### src/rtl/gpregs_dumper.sv
// ---------------------------------------------------------------------------
// gpregs_dumper
//
// Sequential read-out engine for the general-purpose register file. A start
// pulse in IDLE latches an inclusive index range [first_reg, last_reg]. The
// engine then walks that range through one GPREGS read port. Each register
// value is captured and presented as an (index, data) beat on a valid/ready
// stream. When the last beat has been accepted, a one-cycle done pulse is
// issued. A reversed range (first_reg > last_reg) is rejected immediately:
// done and range_err pulse together and no beats are sent.
//
// Ports:
//   clk         rising-edge clock for all state
//   reset       synchronous, active-high; aborts any dump in progress
//   start       begin a dump (only looked at while idle)
//   first_reg   first register index of the range, sampled with start
//   last_reg    last register index of the range (inclusive), sampled with start
//   busy        high whenever the engine is not idle
//   done        one-cycle pulse at the end of a dump or a rejected start
//   range_err   one-cycle pulse with done when the range was reversed
//   read_reg    index presented to the GPREGS read port
//   read_data   combinational GPREGS read data for read_reg
//   dout_valid  stream beat valid
//   dout_ready  stream sink ready
//   dout_reg    register index carried by the current beat
//   dout_data   register value carried by the current beat
//
// Per-beat timing with the sink always ready:
//   READ -> SEND -> READ -> SEND ... -> FIN -> IDLE,
// which gives one beat every two cycles.
// ---------------------------------------------------------------------------
module gpregs_dumper #(
    parameter int REG_DATA_WIDTH = 32,
    parameter int REG_ADDR_WIDTH = 5
) (
    input  logic                      clk,
    input  logic                      reset,
    input  logic                      start,
    input  logic [REG_ADDR_WIDTH-1:0] first_reg,
    input  logic [REG_ADDR_WIDTH-1:0] last_reg,
    output logic                      busy,
    output logic                      done,
    output logic                      range_err,
    output logic [REG_ADDR_WIDTH-1:0] read_reg,
    input  logic [REG_DATA_WIDTH-1:0] read_data,
    output logic                      dout_valid,
    input  logic                      dout_ready,
    output logic [REG_ADDR_WIDTH-1:0] dout_reg,
    output logic [REG_DATA_WIDTH-1:0] dout_data
);

    typedef enum logic [1:0] {
        IDLE = 2'd0,
        READ = 2'd1,
        SEND = 2'd2,
        FIN  = 2'd3
    } state_t;

    state_t                    state;
    logic [REG_ADDR_WIDTH-1:0] idx;
    logic [REG_ADDR_WIDTH-1:0] last_idx;
    logic                      err_flag;

    // The read port always follows the walk index, so read_data is already
    // settled for the current index when the READ edge captures it.
    assign read_reg  = idx;

    // Status outputs decode straight from the state register.
    assign busy      = (state != IDLE);
    assign done      = (state == FIN);
    assign range_err = (state == FIN) && err_flag;

    always_ff @(posedge clk) begin
        if (reset) begin
            state      <= IDLE;
            idx        <= '0;
            last_idx   <= '0;
            err_flag   <= 1'b0;
            dout_valid <= 1'b0;
            dout_reg   <= '0;
            dout_data  <= '0;
        end else begin
            case (state)
                IDLE: begin
                    if (start) begin
                        if (first_reg <= last_reg) begin
                            idx      <= first_reg;
                            last_idx <= last_reg;
                            state    <= READ;
                        end else begin
                            // Reversed range: report and finish without
                            // touching the walk registers.
                            err_flag <= 1'b1;
                            state    <= FIN;
                        end
                    end
                end

                READ: begin
                    dout_data  <= read_data;
                    dout_reg   <= idx;
                    dout_valid <= 1'b1;
                    state      <= SEND;
                end

                SEND: begin
                    // Beat stays frozen until the sink takes it.
                    if (dout_ready) begin
                        dout_valid <= 1'b0;
                        // Compare before incrementing so a range ending at
                        // the top index never wraps back to zero.
                        if (idx == last_idx) begin
                            state <= FIN;
                        end else begin
                            idx   <= idx + REG_ADDR_WIDTH'(1);
                            state <= READ;
                        end
                    end
                end

                FIN: begin
                    err_flag <= 1'b0;
                    state    <= IDLE;
                end

                default: begin
                    state <= IDLE;
                end
            endcase
        end
    end

endmodule
### config.mk
export PLATFORM = sky130hd
export DESIGN_NAME = gpregs_dumper
export DESIGN_NICKNAME = d
export VERILOG_FILES = /design/src/rtl/gpregs_dumper.sv
export SDC_FILE = /design/constraint.sdc
export NUM_CORES = 1
export LEC_CHECK = 0
export CELL_PAD_IN_SITES_DETAIL_PLACEMENT = 2
export CELL_PAD_IN_SITES_GLOBAL_PLACEMENT = 2
export CORE_UTILIZATION = 31
export CTS_CLUSTER_SIZE = 12
export DETAILED_ROUTE_END_ITERATION = 6
export DONT_BUFFER_PORTS = 1
export GPL_ROUTABILITY_DRIVEN = 0
export PLACE_DENSITY = 0.71
export SLEW_MARGIN = 20
export SYNTH_ARGS = -nofsm -noshare
export SYNTH_HDL_FRONTEND = slang
export SYNTH_SLANG_ARGS = --single-unit
### constraint.sdc
create_clock -name clk -period 1.7 [get_ports clk]
set_clock_uncertainty 0.15 [all_clocks]
set_input_delay 0.34 -clock clk [delete_from_list [all_inputs] [get_ports clk]]
set_output_delay 0.34 -clock clk [all_outputs]
set_load 0.1 [all_outputs]
==> run_summary.xml <==
<?xml version="1.0" encoding="UTF-8"?>
<metrics>
  <group name="placement">
    <metric name="dp_cells" unit="">395</metric>
    <metric name="post_detailed_placement_half_perimeter_wirelength" unit="um">4760</metric>
    <metric name="numPortBuffers" unit="">0</metric>
    <metric name="dp_slack" unit="ns">-0.143</metric>
  </group>
  <group name="power_and_ir_drop">
    <metric name="power.share.sequential" unit="%">35.2</metric>
    <metric name="swShare" unit="%">43.6</metric>
    <metric name="p_leak" unit="uW">0.00115</metric>
    <metric name="power.share.clock" unit="%">22.5</metric>
    <metric name="ir_worst_vdd" unit="mV">0.454</metric>
    <metric name="combinational_fraction_of_design_power" unit="%">42.3</metric>
    <metric name="intPower" unit="uW">2250</metric>
    <metric name="total_switching_power" unit="uW">1740</metric>
    <metric name="cellPowerDensity" unit="nW/um^2">1340</metric>
  </group>
  <group name="floorplanning">
    <metric name="placeableCoreArea" unit="um^2">6830</metric>
    <metric name="core.rowCount" unit="">30</metric>
    <metric name="effective_utilization_at_floorplan" unit="%">32.3</metric>
    <metric name="floorplan.die.height" unit="um">86.4</metric>
    <metric name="die-area" unit="um^2">7460</metric>
    <metric name="io-pin-count" unit="">92</metric>
    <metric name="chipWidth" unit="um">86.4</metric>
  </group>
  <group name="outcome">
    <metric name="run_status" unit="">complete, no violations</metric>
  </group>
  <group name="setup_path">
    <metric name="crit_required" unit="ns">1.74</metric>
    <metric name="critical_path_class" unit="">flip-flop to flip-flop</metric>
    <metric name="register_to_register_path_depth" unit="">5</metric>
    <metric name="crit_arrival" unit="ns">1.71</metric>
    <metric name="critical_path.max_fanout" unit="">6</metric>
    <metric name="crit_path_top_delay_cell" unit="">dfxtp_4</metric>
    <metric name="crit_path_max_incr_delay" unit="ns">0.38</metric>
    <metric name="critPathCaptureType" unit="">flip-flop</metric>
    <metric name="cp_cell_sequence" unit="">xnor2_1 &gt; nand4_2 &gt; o31a_4 &gt; a21oi_1 &gt; a211oi_2</metric>
    <metric name="start_kind" unit="">flip-flop</metric>
  </group>
  <group name="finish">
    <metric name="largest_register_ff_count" unit="">32</metric>
    <metric name="layout.cells.non_filler" unit="">408</metric>
    <metric name="area_delta_synth_final" unit="%">34.7</metric>
    <metric name="final_nets" unit="">363</metric>
    <metric name="n_antenna_cell" unit="">0</metric>
    <metric name="final_util" unit="%">43.6</metric>
    <metric name="area.sequential" unit="um^2">1040</metric>
    <metric name="top_register" unit="">dout_data</metric>
    <metric name="fillcell_total" unit="">785</metric>
    <metric name="multi_input_area" unit="um^2">1130</metric>
    <metric name="final_layout_size_suffix_gt1_share" unit="%">28.5</metric>
  </group>
  <group name="clocking">
    <metric name="cts_num_sinks" unit="">51</metric>
    <metric name="cts_buffer_depth" unit="">2</metric>
    <metric name="clk_root_buffer_cell" unit="">clkbuf_8</metric>
    <metric name="cts_bufs_inserted" unit="">5</metric>
    <metric name="cts_tree" unit="">built</metric>
    <metric name="worst_setup_hold_path_clk_slew" unit="ns">0.10</metric>
    <metric name="clk_latency" unit="ns">0.31</metric>
    <metric name="clock_tree.htree_level_count" unit="">2</metric>
  </group>
  <group name="synthesis">
    <metric name="most_area_consuming_cells_after_synthesis" unit="">dfxtp_1, nand2_1, a21oi_1, ha_1, mux2i_1</metric>
    <metric name="synthDominantAreaCellType" unit="">dfxtp_1</metric>
    <metric name="postSynthNetCount" unit="">315</metric>
    <metric name="syn-instance-count" unit="">263</metric>
    <metric name="synth_area" unit="um^2">2210</metric>
    <metric name="netlist-cell-type-count" unit="">35</metric>
    <metric name="ys_ff_latch" unit="">51</metric>
    <metric name="part_of_the_yosys_area_used_for_sequential_elements" unit="%">46.2</metric>
    <metric name="yosysWarningCount" unit="">0</metric>
    <metric name="syn-mean-instance-area" unit="um^2">8.40</metric>
    <metric name="synth_largest_type_area_fraction" unit="%">46.2</metric>
  </group>
  <group name="min_path">
    <metric name="timing.hold.worst_path_depth" unit="">2</metric>
    <metric name="hold_path.class" unit="">primary input to flip-flop</metric>
  </group>
  <group name="global_routing">
    <metric name="grt_start_max_net_pins" unit="">52</metric>
    <metric name="first_global_vias" unit="">2137</metric>
    <metric name="antenna_found_initial" unit="">0</metric>
    <metric name="global_route.overflow_total" unit="">0</metric>
    <metric name="grt_first_pass_wirelength" unit="um">10100</metric>
    <metric name="grt_usage" unit="%">17.5</metric>
  </group>
  <group name="sta">
    <metric name="report.final.hold_viol_count" unit="">0</metric>
    <metric name="min_cycle_time_layout" unit="ns">1.67</metric>
    <metric name="max-slew-margin-rel" unit="%">77.8</metric>
    <metric name="worst-slew-pin-transition" unit="ns">0.333</metric>
    <metric name="clock.fmax" unit="MHz">597</metric>
    <metric name="grt_setup_unrepaired" unit="">true</metric>
    <metric name="timing_max_transition_violations_final" unit="">0</metric>
    <metric name="fin_crit_sh" unit="%">98.5</metric>
    <metric name="setup_viol" unit="">0</metric>
    <metric name="final.setup.worst_slack" unit="ns">0.0263</metric>
  </group>
  <group name="routing">
    <metric name="via_count" unit="">1998</metric>
    <metric name="drt_first_pass_iters" unit="">4</metric>
    <metric name="wl_per_cell" unit="um">15.8</metric>
    <metric name="drt.antenna.violating_nets" unit="">0</metric>
    <metric name="detail_route.drc_violations" unit="">0</metric>
    <metric name="drt_iter0_drc" unit="">38</metric>
    <metric name="detail_route.vias_per_cell" unit="">4.90</metric>
    <metric name="drt-total-wl" unit="um">6460</metric>
  </group>
  <group name="run">
    <metric name="cap_violations" unit="">0</metric>
  </group>
</metrics>
metal layers:
layer  up-vias  part of all wire (%)  global-route usage (%)
li1        964                     -                       -
met1       976                    41                    19.1
met2        50                    52                    32.0
met3         8                   5.3                    4.86
met4         0                   2.0                    6.82
met5         -                     0                       0
per-stage QoR:
step	setup TNS [ns]	total power [uW]	cell area (um^2)	hold slack, ns
floorplan	-0.0422	2730	2310	0.283
global placement	-0.635	3050	2780	0.259
detailed placement	-1.07	3090	2780	0.260
CTS	0	4030	2950	0.000740
global route	-0.0714	4180	2980	0.00157
finish	0	4000	2980	0.00768
critical path, delay by kind of cell, from the launching register on:
family          cells  cell delay, ns
compound gates      3            0.65
xor+xnor            1            0.19
flops               1            0.38
simple gates        1            0.20
layout by cell type, fill, tap and decap left out, drive strengths merged, types with 4 or more instances in the layout:
cell / Yosys / layout
nor2: 8 / 8
xnor2: 5 / 5
dfxtp: 51 / 51
nand3: 6 / 6
inv: 8 / 9
ha: 6 / 6
a21oi: 46 / 46
nand2: 80 / 80
buf: 6 / 52
dlygate4sd3: 0 / 4
o21ai: 7 / 7
clkbuf: 9 / 6
mux2i: 6 / 6
kinds of logic (layout without fill, tap and decap cells):
kind of cell,Yosys count,after routing,share of synthesized area (%)
AO/OA/AOI/OAI,63,63,17.5
buffers and inverters,23,72,5.61
XOR/XNOR,8,8,3.51
flip-flops,51,51,46.2
AND/OR/NAND/NOR,106,106,21.0
adder cells (fa/ha/maj),6,6,3.40
multiplexers,6,6,2.72
cells in the mapped netlist:
| cell | number |
|---|---|
| a211oi_1 | 3 |
| a21oi_1 | 45 |
| a21oi_4 | 1 |
| a22o_2 | 1 |
| and2_1 | 1 |
| and2b_1 | 1 |
| and2b_4 | 1 |
| and3_1 | 1 |
| and3_4 | 1 |
| buf_2 | 6 |
| clkbuf_1 | 6 |
| clkbuf_8 | 3 |
| dfxtp_1 | 51 |
| ha_1 | 6 |
| inv_1 | 8 |
| mux2i_1 | 6 |
| nand2_1 | 80 |
| nand2b_1 | 2 |
| nand3_1 | 6 |
| nand4_2 | 2 |
| nor2_1 | 6 |
| nor2_2 | 2 |
| nor2b_1 | 1 |
| nor3_1 | 1 |
| o21ai_0 | 5 |
| o21ai_1 | 2 |
| o221ai_1 | 1 |
| o221ai_2 | 1 |
| o31a_4 | 1 |
| o31ai_1 | 2 |
| o31ai_4 | 1 |
| or2_4 | 1 |
| xnor2_1 | 5 |
| xor2_1 | 2 |
| xor2_2 | 1 |
power groups by stage:
stage                     Sequential [uW]  Clock [uW]  Combinational (uW)
after floorplan                      2130           0                 596
after global placement               1420           0                1630
after detailed placement             1430           0                1660
after CTS                            1410         936                1690
after global routing                 1420         973                1780
final                                1400         900                1690
worst paths after layout:
check / startpoint / to / slack (ns)
worst max register to register: read_reg[1] / read_reg[0] / 0.03
worst max-delay path: read_reg[1] / read_reg[0] / 0.03
worst min-delay path: read_data[15] / dout_data[15] / 0.008
worst min register to register: dout_data[24] / dout_data[24] / 0.31
what timing repair did:
item | CTS | global route
hold buffers | 4 | 1
resized for setup | 2 | 4
endpoints found under the setup margin | 2 | 4
cloned | 0 | 0
hold endpoints to repair | 51 | 1
buffers inserted | 0 | 0
layout make-up:
type,count,area share (%)
well taps,96,4.04
multi-input cells,189,38.1
flip-flops and latches,51,35.0
repair buffers,56,17.1
clock inverters,2,1.30
inverters,8,1.68
clock buffers,6,2.78
No activity file was read; power rests on OpenSTA's default activity.
